**config.mk**
```make
export PLATFORM = sky130hd
export DESIGN_NAME = booth_divider
export DESIGN_NICKNAME = d
export VERILOG_FILES = /design/src/rtl/booth_divider_pkg.sv /design/src/rtl/booth_divider_step.sv /design/src/rtl/booth_divider.sv
export SDC_FILE = /design/constraint.sdc
export NUM_CORES = 1
export LEC_CHECK = 0
export CELL_PAD_IN_SITES_DETAIL_PLACEMENT = 1
export CELL_PAD_IN_SITES_GLOBAL_PLACEMENT = 2
export CORE_MARGIN = 3
export CORE_UTILIZATION = 34
export DETAILED_ROUTE_END_ITERATION = 8
export DONT_BUFFER_PORTS = 1
export PLACE_DENSITY = 0.75
export SLEW_MARGIN = 5
export SYNTH_ARGS = -nofsm -noshare
export SYNTH_HDL_FRONTEND = slang
export SYNTH_HIERARCHICAL = 1
export SYNTH_SLANG_ARGS = --single-unit
```
**constraint.sdc**
```tcl
create_clock -name clk -period 4.7 [get_ports clk]
set_input_delay 0.94 -clock clk [delete_from_list [all_inputs] [get_ports clk]]
set_output_delay 0.94 -clock clk [all_outputs]
set_load 0.005 [all_outputs]
```
**src/rtl/booth_divider_pkg.sv**
```systemverilog
// Shared definitions for the Booth divider: FSM state encodings and default width.
package booth_divider_pkg;

    // Default operand width; the dividend is twice this wide.
    localparam int DEFAULT_WIDTH = 32;

    // Controller states, walked in order IDLE -> PREP -> ITER... -> FIX -> DONE.
    typedef enum logic [2:0] {
        IDLE = 3'd0,
        PREP = 3'd1,
        ITER = 3'd2,
        FIX  = 3'd3,
        DONE = 3'd4
    } state_e;

    // Width of an iteration counter that must hold the value w-1.
    function automatic int cntBits(input int w);
        return (w > 2) ? $clog2(w) : 1;
    endfunction

endpackage

```
**src/rtl/booth_divider_step.sv**
```systemverilog
// One radix-2 non-restoring division step: shift in the next dividend bit,
// then subtract the divisor magnitude if the partial remainder is
// non-negative, otherwise add it back. The quotient bit is 1 when the new
// remainder is non-negative.
module booth_divider_step #(
    parameter int W = 32
) (
    input  logic [W+1:0] rem_i,
    input  logic         bit_i,
    input  logic [W-1:0] divisor_i,
    output logic [W+1:0] rem_o,
    output logic         qbit_o
);

    logic [W+1:0] shifted;
    logic [W+1:0] divExt;

    // Remainder stays within (-|divisor|, |divisor|), so the sign bit of the
    // shifted value is carried correctly by the lower W+1 bits.
    always_comb begin
        shifted = {rem_i[W:0], bit_i};
        divExt  = {2'b00, divisor_i};
        rem_o   = rem_i[W+1] ? (shifted + divExt) : (shifted - divExt);
        qbit_o  = ~rem_o[W+1];
    end

endmodule

```
**src/rtl/booth_divider.sv**
```systemverilog
// Sequential signed divider: 2W-bit dividend by W-bit divisor, one quotient
// bit per clock using non-restoring iteration on operand magnitudes, with
// signs applied at the end. Flags divide-by-zero and quotient overflow.
module booth_divider
    import booth_divider_pkg::*;
#(
    parameter int WIDTH = DEFAULT_WIDTH
) (
    input  logic               clk,
    input  logic               rst,
    input  logic               start,
    input  logic [2*WIDTH-1:0] dividend,
    input  logic [WIDTH-1:0]   divisor,
    output logic               busy,
    output logic               done,
    output logic [WIDTH-1:0]   quotient,
    output logic [WIDTH-1:0]   remainder,
    output logic               div_by_zero,
    output logic               overflow
);

    localparam int W     = WIDTH;
    localparam int CNT_W = cntBits(W);
    localparam logic [W-1:0] HALF = {1'b1, {(W-1){1'b0}}};

    state_e             state_q;
    logic [CNT_W-1:0]   cnt_q;
    logic [2*W-1:0]     dividend_q;
    logic [W-1:0]       divisor_q;
    logic [W-1:0]       divisorMag_q;
    logic [W+1:0]       partRem_q;
    logic [W-1:0]       quoBits_q;
    logic               qNeg_q;
    logic               rNeg_q;
    logic [W-1:0]       quotient_q;
    logic [W-1:0]       remainder_q;
    logic               dbz_q;
    logic               ovf_q;
    logic               done_q;

    logic [2*W-1:0]     dividendMag_d;
    logic [W-1:0]       divisorMag_d;
    logic [W+1:0]       partRem_d;
    logic               quoBit_d;
    logic [W-1:0]       remMag_d;
    logic [W-1:0]       quoFinal_d;
    logic [W-1:0]       remFinal_d;
    logic               ovfFix_d;

    // Single iteration of the non-restoring recurrence. The next dividend bit
    // comes from the top of the quotient shift register, which starts out
    // holding the low half of |dividend|.
    booth_divider_step #(
        .W (W)
    ) u_step (
        .rem_i     (partRem_q),
        .bit_i     (quoBits_q[W-1]),
        .divisor_i (divisorMag_q),
        .rem_o     (partRem_d),
        .qbit_o    (quoBit_d)
    );

    // Operand magnitudes (the most-negative values map to their unsigned
    // magnitude) and the sign fix-up applied after the last iteration.
    always_comb begin
        dividendMag_d = dividend_q[2*W-1] ? -dividend_q : dividend_q;
        divisorMag_d  = divisor_q[W-1]    ? -divisor_q  : divisor_q;
        remMag_d      = partRem_q[W+1] ? (partRem_q[W-1:0] + divisorMag_q)
                                       : partRem_q[W-1:0];
        ovfFix_d      = qNeg_q ? (quoBits_q > HALF) : quoBits_q[W-1];
        quoFinal_d    = qNeg_q ? -quoBits_q : quoBits_q;
        remFinal_d    = rNeg_q ? -remMag_d  : remMag_d;
    end

    // Controller, datapath registers and registered result outputs.
    always_ff @(posedge clk) begin
        if (rst) begin
            state_q      <= IDLE;
            cnt_q        <= '0;
            dividend_q   <= '0;
            divisor_q    <= '0;
            divisorMag_q <= '0;
            partRem_q    <= '0;
            quoBits_q    <= '0;
            qNeg_q       <= 1'b0;
            rNeg_q       <= 1'b0;
            quotient_q   <= '0;
            remainder_q  <= '0;
            dbz_q        <= 1'b0;
            ovf_q        <= 1'b0;
            done_q       <= 1'b0;
        end else begin
            done_q <= 1'b0;
            case (state_q)
                IDLE: begin
                    if (start) begin
                        dividend_q <= dividend;
                        divisor_q  <= divisor;
                        dbz_q      <= 1'b0;
                        ovf_q      <= 1'b0;
                        state_q    <= PREP;
                    end
                end
                PREP: begin
                    quotient_q   <= '0;
                    remainder_q  <= '0;
                    divisorMag_q <= divisorMag_d;
                    qNeg_q       <= dividend_q[2*W-1] ^ divisor_q[W-1];
                    rNeg_q       <= dividend_q[2*W-1];
                    partRem_q    <= {2'b00, dividendMag_d[2*W-1:W]};
                    quoBits_q    <= dividendMag_d[W-1:0];
                    cnt_q        <= CNT_W'(W - 1);
                    if (divisor_q == '0) begin
                        dbz_q   <= 1'b1;
                        done_q  <= 1'b1;
                        state_q <= DONE;
                    end else if (dividendMag_d[2*W-1:W] >= divisorMag_d) begin
                        ovf_q   <= 1'b1;
                        done_q  <= 1'b1;
                        state_q <= DONE;
                    end else begin
                        state_q <= ITER;
                    end
                end
                ITER: begin
                    partRem_q <= partRem_d;
                    quoBits_q <= {quoBits_q[W-2:0], quoBit_d};
                    if (cnt_q == '0) begin
                        state_q <= FIX;
                    end else begin
                        cnt_q <= cnt_q - CNT_W'(1);
                    end
                end
                FIX: begin
                    if (ovfFix_d) begin
                        ovf_q <= 1'b1;
                    end else begin
                        quotient_q  <= quoFinal_d;
                        remainder_q <= remFinal_d;
                    end
                    done_q  <= 1'b1;
                    state_q <= DONE;
                end
                DONE: begin
                    state_q <= IDLE;
                end
                default: begin
                    state_q <= IDLE;
                end
            endcase
        end
    end

    assign busy        = (state_q != IDLE);
    assign done        = done_q;
    assign quotient    = quotient_q;
    assign remainder   = remainder_q;
    assign div_by_zero = dbz_q;
    assign overflow    = ovf_q;

endmodule

```
==> impl_metrics.yaml <==
run_status:
  status: "finished, violations left"
  failed_checks: "setup timing"
synthesis:
  syn-instance-count: 2507
  ys_types: 83
  ys_seq_area_frac: 0.288
  synth-async-reset-ratio: 0
  synth_nets: 2711
  synth_edf_count: 0
  syn-cell-area_sq_mm: 0.0188
  ys.flop_type: "dfxtp_1"
  synth_area_per_cell_sq_um: 7.51
  ys_warn_count: 6
  ys_seq_elements: 271
timing:
  max_freq_mhz: 199
  worst_slack_ns: -0.330
  fin_crit_ns: 5.03
  clock_skew_ns: 0.0128
  rsz0062_at_grt: "true"
  slew_viol_final: 0
  hold_viol: 0
  relSlewSlack: 0.295
  finalCritPeriodShare: 1.07
  setup_viol_count_final: 4
  worst_pin_slew_ns: 1.06
finish:
  fin_area_sq_mm: 0.0218
  final_cells: 3336
  area_delta_synth_final_pct: 15.8
  diodes: 0
  drive_above_1_share: 0.117
  post-route-util: 0.401
  fin_nets: 2777
hold_path:
  hold_end: "remainder[22]"
  whs_path_depth: 2
  hold_class: "reg2reg"
  hp-start: "remainder[22]"
worst_setup_path:
  startpoint: "dividend_q[27]"
  cp_max_fo: 3
  crit_required_ns: 5.13
  cp-end-kind: "flop"
  critPathKind: "reg2reg"
  reg2reg_slack_ns: -0.33
  worstSetupStartpointType: "flop"
  cp_slowest_cell: "or4_4"
  crit_path_frequent_cell: "a21o_1"
  crit_chain: "or4_4 -> or4_4 -> or2_4 -> nor3_4 -> nand4_2 -> or4_4 -> or4_4 -> o41ai_4 -> xnor2_2 -> ha_1 -> a21o_1 -> a21o_1 -> a21o_1 -> a21o_1 -> a21o_1 -> a21o_1 -> a21oi_1 -> o41ai_1 -> a31o_2"
  r2r-end: "overflow"
  worstRegToRegCells: 19
  rr_startpoint: "dividend_q[27]"
  critPathArrivalTime_ns: 5.46
  slowest_delay_ns: 0.53
cts:
  cts_sinks: 271
  clk_latency_ns: 0.55
  htree_levels: 2
  root_buffer: "clkbuf_16"
  cts_buffer_depth: 3
  cts_tree: "yes"
  cts_buffers: 35
  cts.clk_slew.worst_paths_ns: 0.06
  cts_hold_buf: 0
route:
  vias: 19170
  dr.pass1.iters: 5
  wl_per_cell_um: 22.0
  finalWirelength_um: 73400
  drc: 0
  drtIter0Drc: 1195
  postRouteAntennaNets: 0
  via_per_inst: 5.75
place:
  dpl_cell_area_sq_mm: 0.0206
  port-buffer-count: 0
  place_ws_ns: -0.354
  dp_cells: 3272
  gp_congestion: 0.936
  dp_hpwl_um: 57600
floorplan:
  pin_count: 167
  dieArea_sq_mm: 0.0583
  die_x_um: 241
  placementRows: 85
  initial_core_util: 0.347
  dieHeight_um: 241
  coreArea_sq_mm: 0.0543
global_route:
  grt_antenna_before_repair: 0
  grt_max_degree: 264
  grt-ovfl-total: 0
  grt_pass1_vias: 19068
  grt_pass1_wl_um: 112000
  grt_use_total: 0.245
power:
  p_per_area_mw_per_mm2: 700
  ir_drop_uv: 350
  power.leakage_nw: 8.25
job:
  cap_violations: 0
cells in the mapped netlist, types with 12 or more instances:
cell,instances,share of area
o21ai_0,102,0.027
inv_1,38,0.0076
nand2b_1,18,0.0060
buf_1,16,0.0032
o31ai_1,46,0.018
xor2_1,103,0.048
dfxtp_1,271,0.29
xnor2_1,107,0.050
ha_1,103,0.068
nor4_1,21,0.0070
mux2i_1,14,0.0074
a21o_1,40,0.016
or3_1,24,0.0080
nand3_1,64,0.017
or4_1,17,0.0068
a211oi_1,49,0.020
clkbuf_1,139,0.028
a22oi_1,61,0.024
nor3_1,69,0.018
nor2_1,189,0.038
nand2_1,400,0.080
or2_2,12,0.0040
a21oi_1,313,0.083
nand4_1,27,0.0090
a31oi_1,27,0.0090
o21a_1,16,0.0064
o41ai_1,26,0.012
sequential cells by signal (all words and copies together), names as in the netlist:
signal and cells:
cnt_q 5, div_by_zero 1, dividend_q 64, divisorMag_q 32
divisor_q 32, done 1, overflow 1, partRem_q 34
qNeg_q 1, quoBits_q 32, quotient 32, rNeg_q 1
remainder 32, state_q 3
power by group:
group	total, W	switching [W]	leakage (nW)	internal (W)
clock	0.00276	0.00109	0.570	0.00167
combinational	0.00934	0.00561	5.47	0.00372
sequential	0.00317	0.000521	2.21	0.00264
total	0.0153	0.00722	8.25	0.00804
worst max-delay path by stage:
stage,slack [ns],end,depth (start not counted)
floorplan,-0.23,overflow,19
global placement,-0.31,overflow,20
detailed placement,-0.35,overflow,19
CTS,-0.33,overflow,19
global route,-0.52,overflow,19
finish,-0.33,overflow,19
cell usage in the layout, fill, tap and decap left out, drive strengths merged, types with 24 or more instances in the layout:
cell / instances
a211oi: 49
a21o: 40
a21oi: 314
a22oi: 61
a31oi: 27
buf: 188
clkbuf: 50
dfxtp: 271
ha: 103
inv: 40
nand2: 400
nand3: 64
nand4: 28
nor2: 189
nor3: 70
o21ai: 105
o31ai: 47
o41ai: 27
or3: 24
xnor2: 107
xor2: 103
what timing repair did:
action | CTS | global route
resized for setup | 5 | 6
pin swaps | 1 | 1
gates cloned | 0 | 0
setup buffers | 2 | 1
setup endpoints to repair | 4 | 10
metal layers:
layer	wire length, um	GRT usage	share of wire	up-vias
met4	2060	0.0717	0.028	0
met2	32100	0.384	0.44	418
li1	-	-	-	9243
met3	3080	0.0301	0.042	92
met1	36100	0.353	0.49	9417
met5	0	0	0	-
logic make-up after synthesis:
group / Yosys count / synth area share
fa+ha+maj: 105 / 0.0706
compound gates: 794 / 0.269
mux: 23 / 0.0128
xor+xnor: 210 / 0.0977
flops: 271 / 0.288
buf+inv: 198 / 0.0397
simple gates: 906 / 0.222
critical path, delay by kind of cell, from the launching register on:
family	cells	cell delay (ns)
simple gates	7	2.41
flops	1	0.31
compound gates	10	1.75
xor+xnor	1	0.16
fa+ha+maj	1	0.27
per-stage QoR:
step           TNS [ns]  hold slack, ns  power (W)
2_1_floorplan    -0.582           0.449    0.00904
3_3_place_gp     -0.977           0.465     0.0122
3_5_place_dp      -1.16           0.473     0.0123
4_1_cts           -1.02           0.445     0.0152
5_1_grt           -1.86           0.445     0.0163
6_report          -1.04           0.473     0.0153
layout make-up:
class,count,area [sq um]
Fill cell,6623,32500
Multi-Input combinational cell,2038,12700
Sequential cell,271,5430
Timing Repair Buffer,188,1410
Clock buffer,50,1010
Tap cell,739,925
Clock inverter,11,154
Inverter,39,146
No activity file was read; power rests on OpenSTA's default activity.
